--- config.mk ---
export PLATFORM = sky130hd
export DESIGN_NAME = rst_seq_ctrl_flat
export DESIGN_NICKNAME = d
export VERILOG_FILES = /design/src/rtl/rst_seq_pkg.sv /design/src/rtl/rst_seq_ctrl_if.sv /design/src/rtl/rst_seq_cnt.sv /design/src/rtl/rst_seq_ctrl.sv /design/src/flat_wrapper.sv
export SDC_FILE = /design/constraint.sdc
export NUM_CORES = 1
export LEC_CHECK = 0
export ABC_CLOCK_PERIOD_IN_PS = 3400
export BUFFER_PORTS_ARGS = -buffer_cell sky130_fd_sc_hd__buf_2
export CORE_UTILIZATION = 40
export CTS_CLUSTER_DIAMETER = 200
export CTS_CLUSTER_SIZE = 25
export DETAILED_ROUTE_END_ITERATION = 10
export GPL_TIMING_DRIVEN = 1
export SETUP_SLACK_MARGIN = 0.2
export SYNTH_ARGS = -nofsm -noshare
export SYNTH_HDL_FRONTEND = slang
export SYNTH_HIERARCHICAL = 1
export SYNTH_SLANG_ARGS = --single-unit
--- constraint.sdc ---
create_clock -name clk -period 3.4 [get_ports clk]
set_input_delay 0.68 -clock clk [delete_from_list [all_inputs] [get_ports clk]]
set_output_delay 0.68 -clock clk [all_outputs]
set_load 0.02 [all_outputs]
--- src/rtl/rst_seq_pkg.sv ---
// rst_seq_pkg: sequencer state encoding and constant-width helpers
package rst_seq_pkg;
    typedef enum logic [2:0] {HOLD, RELEASE, WAIT_ACK, GAP, DONE, ASSERT} state_e;
    function automatic int clog2(input int v);
        int r = 0;
        while ((1 << r) < v) r++;
        return r;
    endfunction
    function automatic int max3(input int a, input int b, input int c);
        return (a > b) ? ((a > c) ? a : c) : ((b > c) ? b : c);
    endfunction
endpackage

--- src/rtl/rst_seq_ctrl_if.sv ---
// rst_seq_ctrl_if: request/ack inputs and sequenced reset outputs of the reset sequencer
interface rst_seq_ctrl_if #(parameter int NUM_DOMAINS = 3);
    logic                   sw_rst_req;
    logic [NUM_DOMAINS-1:0] domain_ack;
    logic [NUM_DOMAINS-1:0] domain_rst_n;
    logic                   seq_busy;
    logic                   seq_done;
    logic                   timeout_err;
    modport master (output sw_rst_req, domain_ack, input domain_rst_n, seq_busy, seq_done, timeout_err);
    modport slave  (input sw_rst_req, domain_ack, output domain_rst_n, seq_busy, seq_done, timeout_err);
endinterface

--- src/rtl/rst_seq_cnt.sv ---
// rst_seq_cnt: saturating up-counter with clear and terminal-count flag against a loaded limit
module rst_seq_cnt #(parameter int W = 8) (
    input  logic         clk,
    input  logic         rst_n,
    input  logic         clr_i,
    input  logic         inc_i,
    input  logic [W-1:0] last_i,
    output logic         tc_o
);
    logic [W-1:0] cnt_q, cnt_d;
    always_comb cnt_d = clr_i ? '0 : (inc_i && cnt_q != '1) ? cnt_q + 1'b1 : cnt_q;
    always_ff @(posedge clk or negedge rst_n)
        if (!rst_n) cnt_q <= '0;
        else        cnt_q <= cnt_d;
    assign tc_o = (cnt_q == last_i);
endmodule

--- src/rtl/rst_seq_ctrl.sv ---
// rst_seq_ctrl: releases downstream domain resets one at a time, waiting for each ack,
// with a sticky ack-timeout flag and a software-requested replay from DONE.
module rst_seq_ctrl
    import rst_seq_pkg::*;
#(
    parameter int NUM_DOMAINS = 3,
    parameter int HOLD_CYCLES = 16,
    parameter int STEP_CYCLES = 4,
    parameter int ACK_TIMEOUT = 255
) (
    input  logic clk,
    input  logic rst_n,
    rst_seq_ctrl_if.slave bus
);
    localparam int CNT_W = clog2(max3(HOLD_CYCLES, STEP_CYCLES, ACK_TIMEOUT) + 1);
    localparam int IDX_W = (NUM_DOMAINS > 1) ? clog2(NUM_DOMAINS) : 1;

    state_e                 state_q, state_d;
    logic [IDX_W-1:0]       idx_q, idx_d;
    logic [NUM_DOMAINS-1:0] rst_q, rst_d;
    logic                   busy_q, busy_d, done_q, done_d, terr_q, terr_d;
    logic                   cnt_inc, tc, ack_sel, last_dom;
    logic [CNT_W-1:0]       last_cnt;

    assign ack_sel  = bus.domain_ack[idx_q];
    assign last_dom = (idx_q == IDX_W'(NUM_DOMAINS - 1));
    assign last_cnt = (state_q == HOLD)     ? CNT_W'(HOLD_CYCLES - 1) :
                      (state_q == WAIT_ACK) ? CNT_W'(ACK_TIMEOUT - 1) : CNT_W'(STEP_CYCLES - 1);

    // The counter clears whenever a state is not actively counting, so every
    // counted state starts from zero.
    rst_seq_cnt #(.W(CNT_W)) u_cnt (
        .clk    (clk),
        .rst_n  (rst_n),
        .clr_i  (!cnt_inc),
        .inc_i  (cnt_inc),
        .last_i (last_cnt),
        .tc_o   (tc)
    );

    always_ff @(posedge clk or negedge rst_n)
        if (!rst_n) begin
            state_q <= HOLD;
            idx_q   <= '0;
            rst_q   <= '0;
            busy_q  <= 1'b1;
            done_q  <= 1'b0;
            terr_q  <= 1'b0;
        end else begin
            state_q <= state_d;
            idx_q   <= idx_d;
            rst_q   <= rst_d;
            busy_q  <= busy_d;
            done_q  <= done_d;
            terr_q  <= terr_d;
        end

    always_comb begin
        state_d = state_q;
        idx_d   = idx_q;
        cnt_inc = 1'b0;
        case (state_q)
            HOLD:     if (tc) state_d = RELEASE; else cnt_inc = 1'b1;
            RELEASE:  state_d = WAIT_ACK;
            WAIT_ACK: if (ack_sel || tc) state_d = GAP; else cnt_inc = 1'b1;
            GAP:      if (tc) begin
                          state_d = last_dom ? DONE : RELEASE;
                          idx_d   = last_dom ? idx_q : idx_q + 1'b1;
                      end else cnt_inc = 1'b1;
            DONE:     if (bus.sw_rst_req) state_d = ASSERT;
            ASSERT:   begin
                          state_d = HOLD;
                          idx_d   = '0;
                      end
            default:  state_d = HOLD;
        endcase
    end

    // Outputs are registered from the current state, so each lags its state by one edge.
    always_comb begin
        rst_d  = (state_q == ASSERT) ? '0 : (state_q == DONE) ? '1 :
                 (state_q == RELEASE) ? rst_q | (NUM_DOMAINS'(1) << idx_q) : rst_q;
        busy_d = (state_q != DONE);
        done_d = (state_q == DONE);
        terr_d = (state_q == ASSERT) ? 1'b0 : (state_q == WAIT_ACK && !ack_sel && tc) ? 1'b1 : terr_q;
    end

    assign bus.domain_rst_n = rst_q;
    assign bus.seq_busy     = busy_q;
    assign bus.seq_done     = done_q;
    assign bus.timeout_err  = terr_q;
endmodule
--- src/flat_wrapper.sv ---
// flat-port wrapper written by rule: the top's interface ports become plain ports
module rst_seq_ctrl_flat import rst_seq_pkg::*;
#(
    parameter int NUM_DOMAINS = 3,
    parameter int HOLD_CYCLES = 16,
    parameter int STEP_CYCLES = 4,
    parameter int ACK_TIMEOUT = 255
)
  (clk, rst_n, bus_sw_rst_req, bus_domain_ack, bus_domain_rst_n, bus_seq_busy, bus_seq_done, bus_timeout_err);
  rst_seq_ctrl_if #(.NUM_DOMAINS(NUM_DOMAINS)) bus_i ();
  input  logic clk;
  input  logic rst_n;
  input wire logic [$bits(bus_i.sw_rst_req)-1:0] bus_sw_rst_req;
  input wire logic [$bits(bus_i.domain_ack)-1:0] bus_domain_ack;
  output wire logic [$bits(bus_i.domain_rst_n)-1:0] bus_domain_rst_n;
  output wire logic [$bits(bus_i.seq_busy)-1:0] bus_seq_busy;
  output wire logic [$bits(bus_i.seq_done)-1:0] bus_seq_done;
  output wire logic [$bits(bus_i.timeout_err)-1:0] bus_timeout_err;
  assign bus_i.sw_rst_req = bus_sw_rst_req;
  assign bus_i.domain_ack = bus_domain_ack;
  assign bus_domain_rst_n = bus_i.domain_rst_n;
  assign bus_seq_busy = bus_i.seq_busy;
  assign bus_seq_done = bus_i.seq_done;
  assign bus_timeout_err = bus_i.timeout_err;
  rst_seq_ctrl #(.NUM_DOMAINS(NUM_DOMAINS), .HOLD_CYCLES(HOLD_CYCLES), .STEP_CYCLES(STEP_CYCLES), .ACK_TIMEOUT(ACK_TIMEOUT)) u_core (.clk(clk), .rst_n(rst_n), .bus(bus_i));
endmodule
==> flow_summary.yaml <==
finish:
  nets: 140
  drive_gt1_share_pct: 17.05
  area_growth_pct: 4.861
  fillCellCount: 271
  final_area_mm2: 0.001269
  diodes: 0
synthesis:
  ys_seq_area_share_pct: 39.40
  synth-edff-count: 0
  syn-num-nets: 132
  netlist_instances: 122
  postSynthAreaPerCell_um2: 9.917
  synthArstFlopShare_pct: 100.0
  synth_ff_type: "dfrtp_1"
  synth.distinct_cells: 45
  synth_seq_cells: 19
  synthesis.area_mm2: 0.001210
  yosysWarnings: 6
floorplanning:
  rows: 19
  fp.dieH_um: 57.00
  start_util_pct: 43.13
  die_area_mm2: 0.003248
  core_mm2: 0.002805
  pin_count: 12
  die_x_um: 57.00
clocking:
  ctsHoldBuffers: 0
  htreeDepth: 1
  clock_latency_ns: 0.29
  tritoncts: "built"
  cts_root_buf: "clkbuf_4"
  cts_sinks: 19
  cts_buffers: 3
  ctsResizeCount: 0
  cts_setup_buffers: 0
  cts_buffer_depth: 2
  path_clk_slew_ns: 0.11
sta:
  finClkSkew_ns: 0.001413
  fin_ws_ns: 0.5850
  timing.final.crit_share_pct: 82.79
  setup_tns_ns: 0
  slew_viol_final: 0
  fmax_mhz: 355.2
  finalHoldViolations: 0
  period_needed_ns: 2.815
  whs_ns: 0.3045
  rsz0062_at_grt: "false"
  setup_viol: 0
power:
  p_leak_nw: 0.5222
  peakVddDrop_mv: 0.2937
  p_total_mw: 0.9604
  power.density_mw_per_mm2: 757.0
grt:
  grt_max_degree: 20
  grt_overflow: 0
  grt_pass1_wl_um: 4160
  first_global_vias: 880
  grt_use_total_pct: 16.59
  antenna_found_initial: 0
critical_path:
  critPathKind: "reg -> reg"
  cp.required_ns: 3.59
  endpoint_kind: "register"
  crit_path_max_fanout: 9
  crit_path_start_kind: "register"
  worstPathArrival_ns: 3.00
routing:
  drt_first_iter_violations: 21
  postRouteAntennaNets: 0
  dr.pass1.iters: 4
  vias_per_cell: 5.650
  routed_wl_um: 2368
  wire_per_inst_um: 14.80
  vias: 904
  drc: 0
place:
  place_hpwl_um: 1640
  dpl_worst_slack_ns: 0.4587
  portBuffers: 11
  place_congestion: 0.7985
  place_area_mm2: 0.001236
job:
  maxCapViolCount: 0
hold_path:
  hold_class: "in -> async"
run_status:
  status: "complete, no violations"
sequential cells by signal, indices dropped and copies added (netlist names):
| name | flops |
|---|---|
| u_core/bus.domain_rst_n | 3 |
| u_core/bus.seq_busy | 1 |
| u_core/bus.seq_done | 1 |
| u_core/bus.timeout_err | 1 |
| u_core/idx_q | 2 |
| u_core/state_q | 3 |
| u_core/u_cnt/cnt_q | 8 |
metrics by stage:
step | utilization, % | std cells
after floorplan | - | 122
after global placement | 44.07 | 156
after global routing | 45.23 | 160
after detailed placement | 44.07 | 156
after CTS | 45.00 | 160
final | 45.23 | 160
layout make-up:
cell class | count | area, um^2 | share of cell area, %
well taps | 31 | 38.79 | 3.057
clock buffers | 4 | 26.28 | 2.071
inverters | 7 | 26.28 | 2.071
multi-input cells | 88 | 645.6 | 50.89
repair buffers | 11 | 55.05 | 4.339
flip-flops and latches | 19 | 476.7 | 37.57
layout by cell type (no fill, tap or decap), types with 2 or more instances in the layout:
cell type / count
a31oi_1: 3
o2bb2ai_1: 2
nand2b_1: 3
dfrtp_1: 18
clkbuf_4: 3
a211oi_1: 3
and4_1: 2
o21ai_0: 4
nor3_1: 3
mux2i_1: 2
nand2_1: 5
nand3_1: 2
nor2b_1: 2
nand4_1: 3
a311oi_1: 2
ha_1: 4
xnor2_1: 8
a21oi_1: 9
and3_1: 2
inv_1: 7
nor2_1: 9
buf_2: 11
worst max-delay path: stages, from the launching register on:
cell and delay, ns:
dfrtp_1 0.48, nand2b_1 0.24, nor2_1 0.38, inv_1 0.10, xnor2_1 0.14, nand4_1 0.08
nor2_1 0.12, nor4_2 0.43, and3_1 0.34, nor4bb_1 0.31, nor3_1 0.08
routing by layer:
layer	up-vias	wire length [um]	global-route usage, %
met5	-	0	0
met4	0	17	7.317
met3	2	83	2.268
met2	18	1102	26.39
met1	425	1165	22.71
li1	459	-	-
final timing paths:
check | endpoint | slack [ns] | from | cells after the start
worst max-delay path | u_core/u_cnt/cnt_q[6]$_DFFE_PN0P_ | 0.59 | u_core/state_q[0]$_DFFE_PN0P_ | 10
worst min-delay path | u_core/idx_q[0]$_DFFE_PN0P_ | 0.30 | rst_n | 1
worst max register to register | u_core/u_cnt/cnt_q[6]$_DFFE_PN0P_ | 0.59 | u_core/state_q[0]$_DFFE_PN0P_ | 10
worst min register to register | u_core/bus.domain_rst_n[1]$_DFFE_PN0P_ | 0.54 | u_core/bus.domain_rst_n[1]$_DFFE_PN0P_ | 2
max in group asynchronous | u_core/bus.seq_busy$_DFF_PN1_ | 2.76 | rst_n | 1
min in group clk | u_core/bus.domain_rst_n[1]$_DFFE_PN0P_ | 0.54 | u_core/bus.domain_rst_n[1]$_DFFE_PN0P_ | 2
report_power, final:
part           internal, mW  leakage [nW]  total [mW]  switching, mW
logic                 0.235         0.284       0.485          0.250
clock network        0.0456        0.0150       0.116         0.0708
registers             0.274         0.223       0.359         0.0849
total                 0.554         0.522       0.960          0.406
cells in the mapped netlist, drive strengths merged, types with 2 or more instances:
| master | n | area [um^2] |
|---|---|---|
| o21ai | 5 | 25.02 |
| o2bb2ai | 2 | 17.52 |
| mux2i | 2 | 20.02 |
| nand4 | 3 | 18.77 |
| buf | 6 | 55.05 |
| dfrtp | 18 | 450.4 |
| nand2b | 3 | 18.77 |
| inv | 7 | 26.28 |
| nand3 | 2 | 10.01 |
| a21oi | 9 | 45.04 |
| nor3 | 4 | 25.02 |
| and4 | 2 | 17.52 |
| and3 | 2 | 12.51 |
| xnor2 | 8 | 70.07 |
| nor2b | 3 | 26.27 |
| mux2 | 2 | 26.27 |
| nand2 | 5 | 18.77 |
| a211oi | 3 | 22.52 |
| a41oi | 2 | 36.29 |
| a31oi | 3 | 18.77 |
| ha | 4 | 50.05 |
| a311oi | 2 | 17.52 |
| nor2 | 9 | 33.78 |
cell families (layout without fill, tap and decap cells):
group | count (synthesis) | count (layout) | synth area share [%]
AO/OA/AOI/OAI | 32 | 32 | 19.44
XOR/XNOR | 8 | 8 | 5.791
adder cells (fa/ha/maj) | 4 | 4 | 4.137
buffers and inverters | 15 | 22 | 7.756
flip-flops | 19 | 19 | 39.40
multiplexers | 4 | 4 | 3.826
other | 1 | 1 | 0.3099
AND/OR/NAND/NOR | 39 | 39 | 19.34
No activity file was read; power rests on OpenSTA's default activity.
